File: config.mk
export PLATFORM = sky130hd
export DESIGN_NAME = pipe_ctrl_sequencer
export DESIGN_NICKNAME = d
export VERILOG_FILES = /design/src/rtl/superscalar_pkg.sv /design/src/rtl/sat_counter.sv /design/src/rtl/pipe_ctrl_sequencer.sv
export SDC_FILE = /design/constraint.sdc
export NUM_CORES = 1
export LEC_CHECK = 0
export CORE_ASPECT_RATIO = 1.2
export CORE_MARGIN = 1.5
export CORE_UTILIZATION = 36
export DETAILED_ROUTE_END_ITERATION = 16
export HOLD_SLACK_MARGIN = 0.05
export PLACE_DENSITY_LB_ADDON = 0.25
export SYNTH_ARGS = -nofsm -noshare
export SYNTH_HDL_FRONTEND = slang
export SYNTH_SLANG_ARGS = --single-unit
File: constraint.sdc
create_clock -name clk -period 1.8 [get_ports clk]
set_input_delay 0.18 -clock clk [delete_from_list [all_inputs] [get_ports clk]]
set_output_delay 0.18 -clock clk [all_outputs]
set_load 0.02 [all_outputs]
File: src/rtl/superscalar_pkg.sv
// Shared definitions for the pipeline-control sequencer: PC width and the
// sequencer state encoding exported on the state port.
package superscalar_pkg;

    localparam int PC_W = 16;

    typedef enum logic [1:0] {
        ST_RUN     = 2'd0,
        ST_STALL   = 2'd1,
        ST_FLUSH   = 2'd2,
        ST_RECOVER = 2'd3
    } seq_state_t;

endpackage

File: src/rtl/sat_counter.sv
// Up-counter that increments on inc and holds at its all-ones value.
module sat_counter #(
    parameter int W = 8
) (
    input  logic         clk,
    input  logic         reset,
    input  logic         inc,
    output logic [W-1:0] count
);

    // Count up on request, stop at full scale, clear on reset.
    always_ff @(posedge clk or negedge reset) begin
        if (!reset) begin
            count <= '0;
        end else if (inc && (count != {W{1'b1}})) begin
            count <= count + 1'b1;
        end
    end

endmodule

File: src/rtl/pipe_ctrl_sequencer.sv
// Pipeline control sequencer: stalls dispatch when resources run short and
// runs a timed flush/redirect sequence on branch mispredicts and after reset.
//
//   state   | meaning
//   --------+-------------------------------------------------------------
//   RUN     | normal dispatch, no stall
//   STALL   | resources short or external stall; front end frozen
//   FLUSH   | squashing speculative state, held for FLUSH_CYCLES cycles
//   RECOVER | single settling cycle after a flush before dispatch resumes
module pipe_ctrl_sequencer
    import superscalar_pkg::*;
#(
    parameter int              ROB_CNT_W      = 7,
    parameter int              RS_CNT_W       = 5,
    parameter int              DISPATCH_WIDTH = 2,
    parameter int              FLUSH_CYCLES   = 3,
    parameter logic [PC_W-1:0] RESET_PC       = 16'h0000,
    parameter int              STALL_CNT_W    = 16
) (
    input  logic                   clk,
    input  logic                   reset,
    input  logic                   ext_stall,
    input  logic [ROB_CNT_W-1:0]   rob_free,
    input  logic [RS_CNT_W-1:0]    rs_al_free,
    input  logic [RS_CNT_W-1:0]    rs_ls_free,
    input  logic                   mispredict_valid,
    input  logic [PC_W-1:0]        mispredict_target,
    output logic                   stall,
    output logic                   flush,
    output logic                   redirect_valid,
    output logic [PC_W-1:0]        redirect_pc,
    output logic [1:0]             state,
    output logic [STALL_CNT_W-1:0] stall_cycles,
    output logic [7:0]             flush_count
);

    localparam logic [3:0]           FLUSH_LOAD = 4'(FLUSH_CYCLES - 1);
    localparam logic [ROB_CNT_W-1:0] ROB_MIN    = ROB_CNT_W'(DISPATCH_WIDTH);
    localparam logic [RS_CNT_W-1:0]  RS_MIN     = RS_CNT_W'(DISPATCH_WIDTH);

    seq_state_t cur;
    logic [3:0] flush_cnt;
    logic       short_res;
    logic       mp_accept;
    logic       stall_inc;

    // Resource shortage and mispredict acceptance; FLUSH is deaf to mispredicts.
    always_comb begin
        short_res = (rob_free < ROB_MIN) || (rs_al_free < RS_MIN) ||
                    (rs_ls_free < RS_MIN) || ext_stall;
        mp_accept = mispredict_valid && (cur != ST_FLUSH);
        stall_inc = (cur == ST_STALL);
    end

    // Sequencer FSM; outputs are registered alongside the next state.
    always_ff @(posedge clk or negedge reset) begin
        if (!reset) begin
            cur            <= ST_FLUSH;
            flush_cnt      <= FLUSH_LOAD;
            stall          <= 1'b1;
            flush          <= 1'b1;
            redirect_valid <= 1'b0;
            redirect_pc    <= RESET_PC;
        end else begin
            case (cur)
                ST_RUN, ST_STALL, ST_RECOVER: begin
                    if (mispredict_valid) begin
                        cur            <= ST_FLUSH;
                        flush_cnt      <= FLUSH_LOAD;
                        stall          <= 1'b1;
                        flush          <= 1'b1;
                        redirect_valid <= 1'b1;
                        redirect_pc    <= mispredict_target;
                    end else if (short_res) begin
                        cur            <= ST_STALL;
                        stall          <= 1'b1;
                        flush          <= 1'b0;
                        redirect_valid <= 1'b0;
                    end else begin
                        cur            <= ST_RUN;
                        stall          <= 1'b0;
                        flush          <= 1'b0;
                        redirect_valid <= 1'b0;
                    end
                end
                ST_FLUSH: begin
                    redirect_valid <= 1'b0;
                    if (flush_cnt == 4'd0) begin
                        cur   <= ST_RECOVER;
                        stall <= 1'b1;
                        flush <= 1'b0;
                    end else begin
                        flush_cnt <= flush_cnt - 4'd1;
                        stall     <= 1'b1;
                        flush     <= 1'b1;
                    end
                end
                default: begin
                    // Unreachable with a 2-bit enum, but fall back to a clean flush.
                    cur            <= ST_FLUSH;
                    flush_cnt      <= FLUSH_LOAD;
                    stall          <= 1'b1;
                    flush          <= 1'b1;
                    redirect_valid <= 1'b0;
                end
            endcase
        end
    end

    assign state = cur;

    sat_counter #(.W(STALL_CNT_W)) u_stall_cnt (
        .clk   (clk),
        .reset (reset),
        .inc   (stall_inc),
        .count (stall_cycles)
    );

    sat_counter #(.W(8)) u_flush_cnt (
        .clk   (clk),
        .reset (reset),
        .inc   (mp_accept),
        .count (flush_count)
    );

endmodule

==> results of run 1 <==
==> flip-flops by register name, indices dropped and copies added, names as in the netlist <==
register           cells
redirect_valid         1
state                  2
u_stall_cnt.count     16
flush                  1
flush_cnt              4
stall                  1
redirect_pc           16
u_flush_cnt.count      8
==> logic make-up (layout without fill, tap and decap cells) <==
group,Yosys count,in the layout,share of synthesized area
AOI/OAI and AO/OA,21,21,0.0698
DFF,49,49,0.554
muxes,6,6,0.0315
buffers and inverters,13,103,0.0281
adders and majority gates,3,3,0.0169
xor gates and xnor gates,14,14,0.0552
and+or+nand+nor,108,108,0.245
==> worst max-delay path by stage <==
stage | startpoint | to | cells past startpoint
2_1_floorplan | u_stall_cnt.count[0] | u_stall_cnt.count[1] | 5
3_3_place_gp | u_stall_cnt.count[0] | u_stall_cnt.count[1] | 4
3_5_place_dp | u_stall_cnt.count[0] | u_stall_cnt.count[1] | 4
4_1_cts | u_stall_cnt.count[0] | u_stall_cnt.count[1] | 4
5_1_grt | u_stall_cnt.count[0] | u_stall_cnt.count[1] | 4
6_report | u_stall_cnt.count[0] | u_stall_cnt.count[1] | 4
==> what timing repair did <==
action / CTS / global route
endpoints found under the setup margin: 0 / 2
resized for setup: 0 / 1
hold buffers: 1 / 0
endpoints found under the hold margin: 16 / 0
==> worst max-delay path, delay by kind of cell, from the launching register on <==
| kind | cells | cell delay, ns |
|---|---|---|
| compound gates | 1 | 0.30 |
| simple gates | 1 | 0.29 |
| fa+ha+maj | 1 | 0.24 |
| mux | 1 | 0.38 |
| flops | 1 | 0.39 |
==> layer usage <==
| layer | GRT usage | share of wire | vias to the layer above | routed length (um) |
|---|---|---|---|---|
| li1 | - | - | 909 | - |
| met1 | 0.189 | 0.42 | 882 | 1990 |
| met2 | 0.273 | 0.51 | 51 | 2430 |
| met3 | 0.0440 | 0.054 | 5 | 256 |
| met4 | 0.0347 | 0.0093 | 0 | 44 |
| met5 | 0 | 0 | - | 0 |
==> layout make-up <==
cell class / count / area share
Inverter: 6 / 0.00691
Clock inverter: 2 / 0.0107
Clock buffer: 6 / 0.0223
Sequential cell: 49 / 0.378
Multi-Input combinational cell: 152 / 0.287
Timing Repair Buffer: 89 / 0.264
Tap cell: 82 / 0.0315
==> through the flow <==
| stage | total power (uW) | cells |
|---|---|---|
| after floorplan | 2810 | 214 |
| after global placement | 3780 | 377 |
| after detailed placement | 3820 | 377 |
| after CTS | 4620 | 386 |
| after global routing | 4880 | 386 |
| final | 4540 | 386 |
==> power groups by stage <==
stage / clock network (uW) / logic (uW) / registers (uW)
after floorplan: 0 / 629 / 2180
after global placement: 0 / 1980 / 1800
after detailed placement: 0 / 2020 / 1810
after CTS: 793 / 2030 / 1790
after global routing: 840 / 2180 / 1860
final: 757 / 2000 / 1790
==> cells in the mapped netlist, types with 2 or more instances <==
cell | instances | area (um^2)
a21oi_1 | 7 | 35.0
dfrtp_1 | 45 | 1130
nand3_1 | 9 | 45.0
nand2_1 | 62 | 233
xor2_1 | 5 | 43.8
ha_1 | 3 | 37.5
inv_1 | 6 | 22.5
a41oi_1 | 2 | 17.5
nor3_1 | 4 | 20.0
xnor2_1 | 9 | 78.8
nand4_1 | 6 | 37.5
nor4_1 | 4 | 25.0
mux2_2 | 3 | 33.8
and3_1 | 3 | 18.8
buf_2 | 5 | 25.0
nor2b_1 | 3 | 18.8
nand2b_1 | 2 | 12.5
nor2_1 | 5 | 18.8
a31oi_1 | 3 | 18.8
o21ai_0 | 4 | 20.0
and4_1 | 2 | 17.5
dfstp_2 | 4 | 105
==> impl_metrics.yaml, run 1 <==
outcome:
  run_status: "finished clean"
cts:
  cts_buffer_depth: 2
  cts_root_buf: "clkbuf_8"
  clkSlewWorstSetupHoldPaths_ns: 0.09
  clk_latency_ns: 0.30
  postCtsSetupBuffers: 0
  h-tree-depth: 2
  cts_tree: "done"
  cts_made_buffers: 5
  numClockSinks: 49
placed_design:
  pre_cts_slack_ns: 0.101
  gp_congestion: 0.817
  dpl-instance-area_mm2: 0.00314
  numPortBuffers: 78
  place_hpwl_mm: 3.55
yosys:
  synthDistinctLibCells: 40
  synth.avg_cell_area_um2: 10.4
  yosysSeqAreaShare: 0.554
  yosys_register_bits: 49
  yosys_warnings: 0
  ys_dominant_reg_cell: "dfrtp_1"
  syn_area_mm2: 0.00222
  synth_cells: 214
  synth_edf_count: 0
  syn_nets: 254
  async_reset_ff_frac: 1.00
route:
  vias_per_cell: 4.78
  initialDrtViolationCount: 58
  wirelength_mm: 4.71
  drc: 0
  via_count: 1847
  drt_pass1_iterations: 4
  wire_per_inst_um: 12.2
  final_antenna_net_count: 0
cells_and_area:
  finalInstanceArea_mm2: 0.00326
  nets: 343
  seq_area_mm2: 0.00123
  final_cell_mix: "clkdlybuf4s50_1, nand2_1, dfrtp_1"
  areaGrowthSynthToFinish_pct: 46.6
  drive_gt1_frac: 0.118
  diodes: 0
  final_common_cell: "clkdlybuf4s50_1"
  multiInputGateArea_um2: 935
  fillers: 559
  final_util: 0.542
timing:
  finalMaxSlewViolations: 0
  hold_viol_final: 0
  fin_setup_tns_ns: 0
  clock_skew_ns: 0.00914
  timing.hold.ws_ns: 0.388
  max_freq_mhz: 586
  rsz0062_at_grt: "no"
  worstMarginPinSlew_ns: 0.450
  fin_ws_ns: 0.0935
  setup_viol: 0
  relSlewSlack: 0.700
  period_needed_ns: 1.71
  fin_crit_sh: 0.948
global_routing:
  antenna_found_initial: 0
  grt_pass1_vias: 1789
  grt_use_total: 0.155
  grt_max_degree: 22
  grt_overflow_total: 0
  grt_pass1_wl_mm: 8.00
critical_path:
  critPathCaptureType: "flop"
  worstPathMaxFanout: 9
  rr_endpoint: "u_stall_cnt.count[1]"
  rrSetupSlack_ns: 0.09
  path_cells: "ha_1, and4_1, a41oi_4, mux2_2"
  worst_path_largest_cell_delay_ns: 0.39
  critPathLaunchType: "flop"
  ff2ff_path_depth: 4
  crit_slowest_cell: "dfrtp_1"
  worst_ep_arrival_time_ns: 1.89
  reg2reg_from: "u_stall_cnt.count[0]"
  critPathRequiredTime_ns: 1.98
  path_class: "reg -> reg"
pwr:
  p_seq_frac: 0.393
  peakVddDrop_mv: 0.776
  switchingPower_uw: 1680
  comb_power_share: 0.440
  p_leak_uw: 0.00146
  powerDensity_mw_per_mm2: 1390
  p_int_uw: 2870
  clock_power_share: 0.167
  power.share.switching: 0.369
die:
  rows: 31
  die_area_mm2: 0.00666
  placeableCoreArea_mm2: 0.00601
  die_height_um: 89.1
  io_pins: 82
  initial_utilization: 0.370
  die_w_um: 74.7
hold_path:
  min_path_type: "in -> async"
run:
  drv_cap: 0
(Power assumes the default switching activity.)
==> inputs of run 2 (changes only) <==
--- a/config.mk
+++ b/config.mk
@@ -7,7 +7,7 @@
 export LEC_CHECK = 0
 export CORE_ASPECT_RATIO = 1.2
 export CORE_MARGIN = 1.5
-export CORE_UTILIZATION = 36
+export CORE_UTILIZATION = 40
 export DETAILED_ROUTE_END_ITERATION = 16
 export HOLD_SLACK_MARGIN = 0.05
 export PLACE_DENSITY_LB_ADDON = 0.25
==> run 2 against run 1 <==
  * Sequential cell count stayed put
  * Maximum frequency is 2.3% higher
  * Global-route usage is 1.3 points higher
  * Critical endpoint is now state[1]
  * Largest cell class unchanged
  * Highest routed layer unchanged
==> impl_metrics.yaml, run 2 (synthesis results as in run 1) <==
outcome:
  run_status: "finished clean"
global_routing:
  grt_max_degree: 29
  grt_pass1_wl_mm: 8.25
  grt_use_total: 0.168
  antenna_found_initial: 0
  grt_overflow_total: 0
  grt_pass1_vias: 1881
die:
  die_w_um: 71.1
  placeableCoreArea_mm2: 0.00533
  rows: 29
  die_height_um: 84.7
  die_area_mm2: 0.00602
  initial_utilization: 0.417
  io_pins: 82
critical_path:
  worstPathMaxFanout: 4
  rrSetupSlack_ns: 0.15
  critPathLaunchType: "flop"
  cp_top_family: "buffers and inverters"
  critPathBufInv: 1
  worst_path_largest_cell_delay_ns: 0.63
  critPathCaptureType: "output pin"
  crit_cells: 1
  ff2ff_path_depth: 4
  worst_ep_arrival_time_ns: 1.49
  cp-startpoint: "state[1]"
  path_cells: "clkdlybuf4s50_1"
  critPathRequiredTime_ns: 1.62
  path_class: "reg -> out"
  crit_slowest_cell: "clkdlybuf4s50_1"
  rr_endpoint: "u_stall_cnt.count[1]"
  reg2reg_from: "u_stall_cnt.count[0]"
timing:
  fin_crit_sh: 0.926
  relSlewSlack: 0.640
  worstMarginPinSlew_ns: 0.535
  rsz0062_at_grt: "no"
  timing.hold.ws_ns: 0.383
  hold_viol_final: 0
  period_needed_ns: 1.67
  setup_viol: 0
  max_freq_mhz: 600
  fin_setup_tns_ns: 0
  fin_ws_ns: 0.132
  finalMaxSlewViolations: 0
  clock_skew_ns: 0.00724
placed_design:
  place_hpwl_mm: 3.59
  dpl-instance-area_mm2: 0.00314
  pre_cts_slack_ns: 0.155
  numPortBuffers: 78
  gp_congestion: 0.726
pwr:
  powerDensity_mw_per_mm2: 1400
  peakVddDrop_mv: 0.738
  p_leak_uw: 0.00147
route:
  wire_per_inst_um: 12.9
  final_antenna_net_count: 0
  initialDrtViolationCount: 95
  drt_pass1_iterations: 4
  via_count: 1852
  vias_per_cell: 5.03
  wirelength_mm: 4.77
  drc: 0
cts:
  h-tree-depth: 2
  cts_made_buffers: 5
  clkSlewWorstSetupHoldPaths_ns: 0.10
  postCtsSetupBuffers: 0
  cts_resized: 0
  clk_latency_ns: 0.30
  cts_buffer_depth: 2
  cts_root_buf: "clkbuf_8"
  numClockSinks: 49
  cts_tree: "done"
cells_and_area:
  finalInstanceArea_mm2: 0.00326
  drive_gt1_frac: 0.124
  fillers: 469
  areaGrowthSynthToFinish_pct: 46.8
  nets: 345
  multiInputGateArea_um2: 930
  diodes: 0
  reg_top3: "redirect_pc (16), u_stall_cnt.count (16), u_flush_cnt.count (8)"
  final_cell_mix: "clkdlybuf4s50_1, nand2_1, dfrtp_1"
  final_common_cell: "clkdlybuf4s50_1"
  seq_area_mm2: 0.00123
  final_util: 0.612
run:
  drv_cap: 0
hold_path:
  min_path_type: "in -> async"
==> run 2: cell types whose count changed in the layout (fill, tap and decap cells not counted), sizes merged <==
cell	previous run	this run
clkbuf	6	5
clkinvlp	0	1
buf	11	13
==> run 2: final cells by class <==
type / count / share of cell area
flip-flops and latches: 49 / 0.377
well taps: 62 / 0.0238
clock inverters: 3 / 0.0142
repair buffers: 91 / 0.272
inverters: 6 / 0.00690
multi-input cells: 152 / 0.285
clock buffers: 5 / 0.0211
==> run 2: routing by layer <==
metal | part of all wire | vias to the layer above | track usage
met1 | 0.41 | 880 | 0.210
met3 | 0.055 | 4 | 0.0432
met2 | 0.53 | 55 | 0.294
met4 | 0.0055 | 0 | 0.0360
li1 | - | 913 | -
met5 | 0 | - | 0
==> run 2: through the flow <==
step           instances  total power (uW)
2_1_floorplan        214              2810
3_3_place_gp         359              3800
3_5_place_dp         359              3830
4_1_cts              368              4640
5_1_grt              368              4900
6_report             368              4580
==> run 2: how the worst max path moves through the flow <==
stage	end	slack [ns]
after detailed placement	u_stall_cnt.count[1]	0.16
final	state[1]	0.13
after global routing	state[0]	0.02
after CTS	state[1]	0.12
after floorplan	u_stall_cnt.count[1]	0.01
after global placement	u_stall_cnt.count[1]	0.19
==> run 2: where the power goes <==
group,internal [uW],total [uW],switching [uW]
Sequential,1490,1770,286
Combinational,979,2020,1040
Clock,416,787,371
Total,2880,4580,1700
==> run 2: timing repair <==
action / CTS / global route
setup endpoints to repair: 0 / 0
hold buffers: 1 / 0
endpoints found under the hold margin: 21 / 0
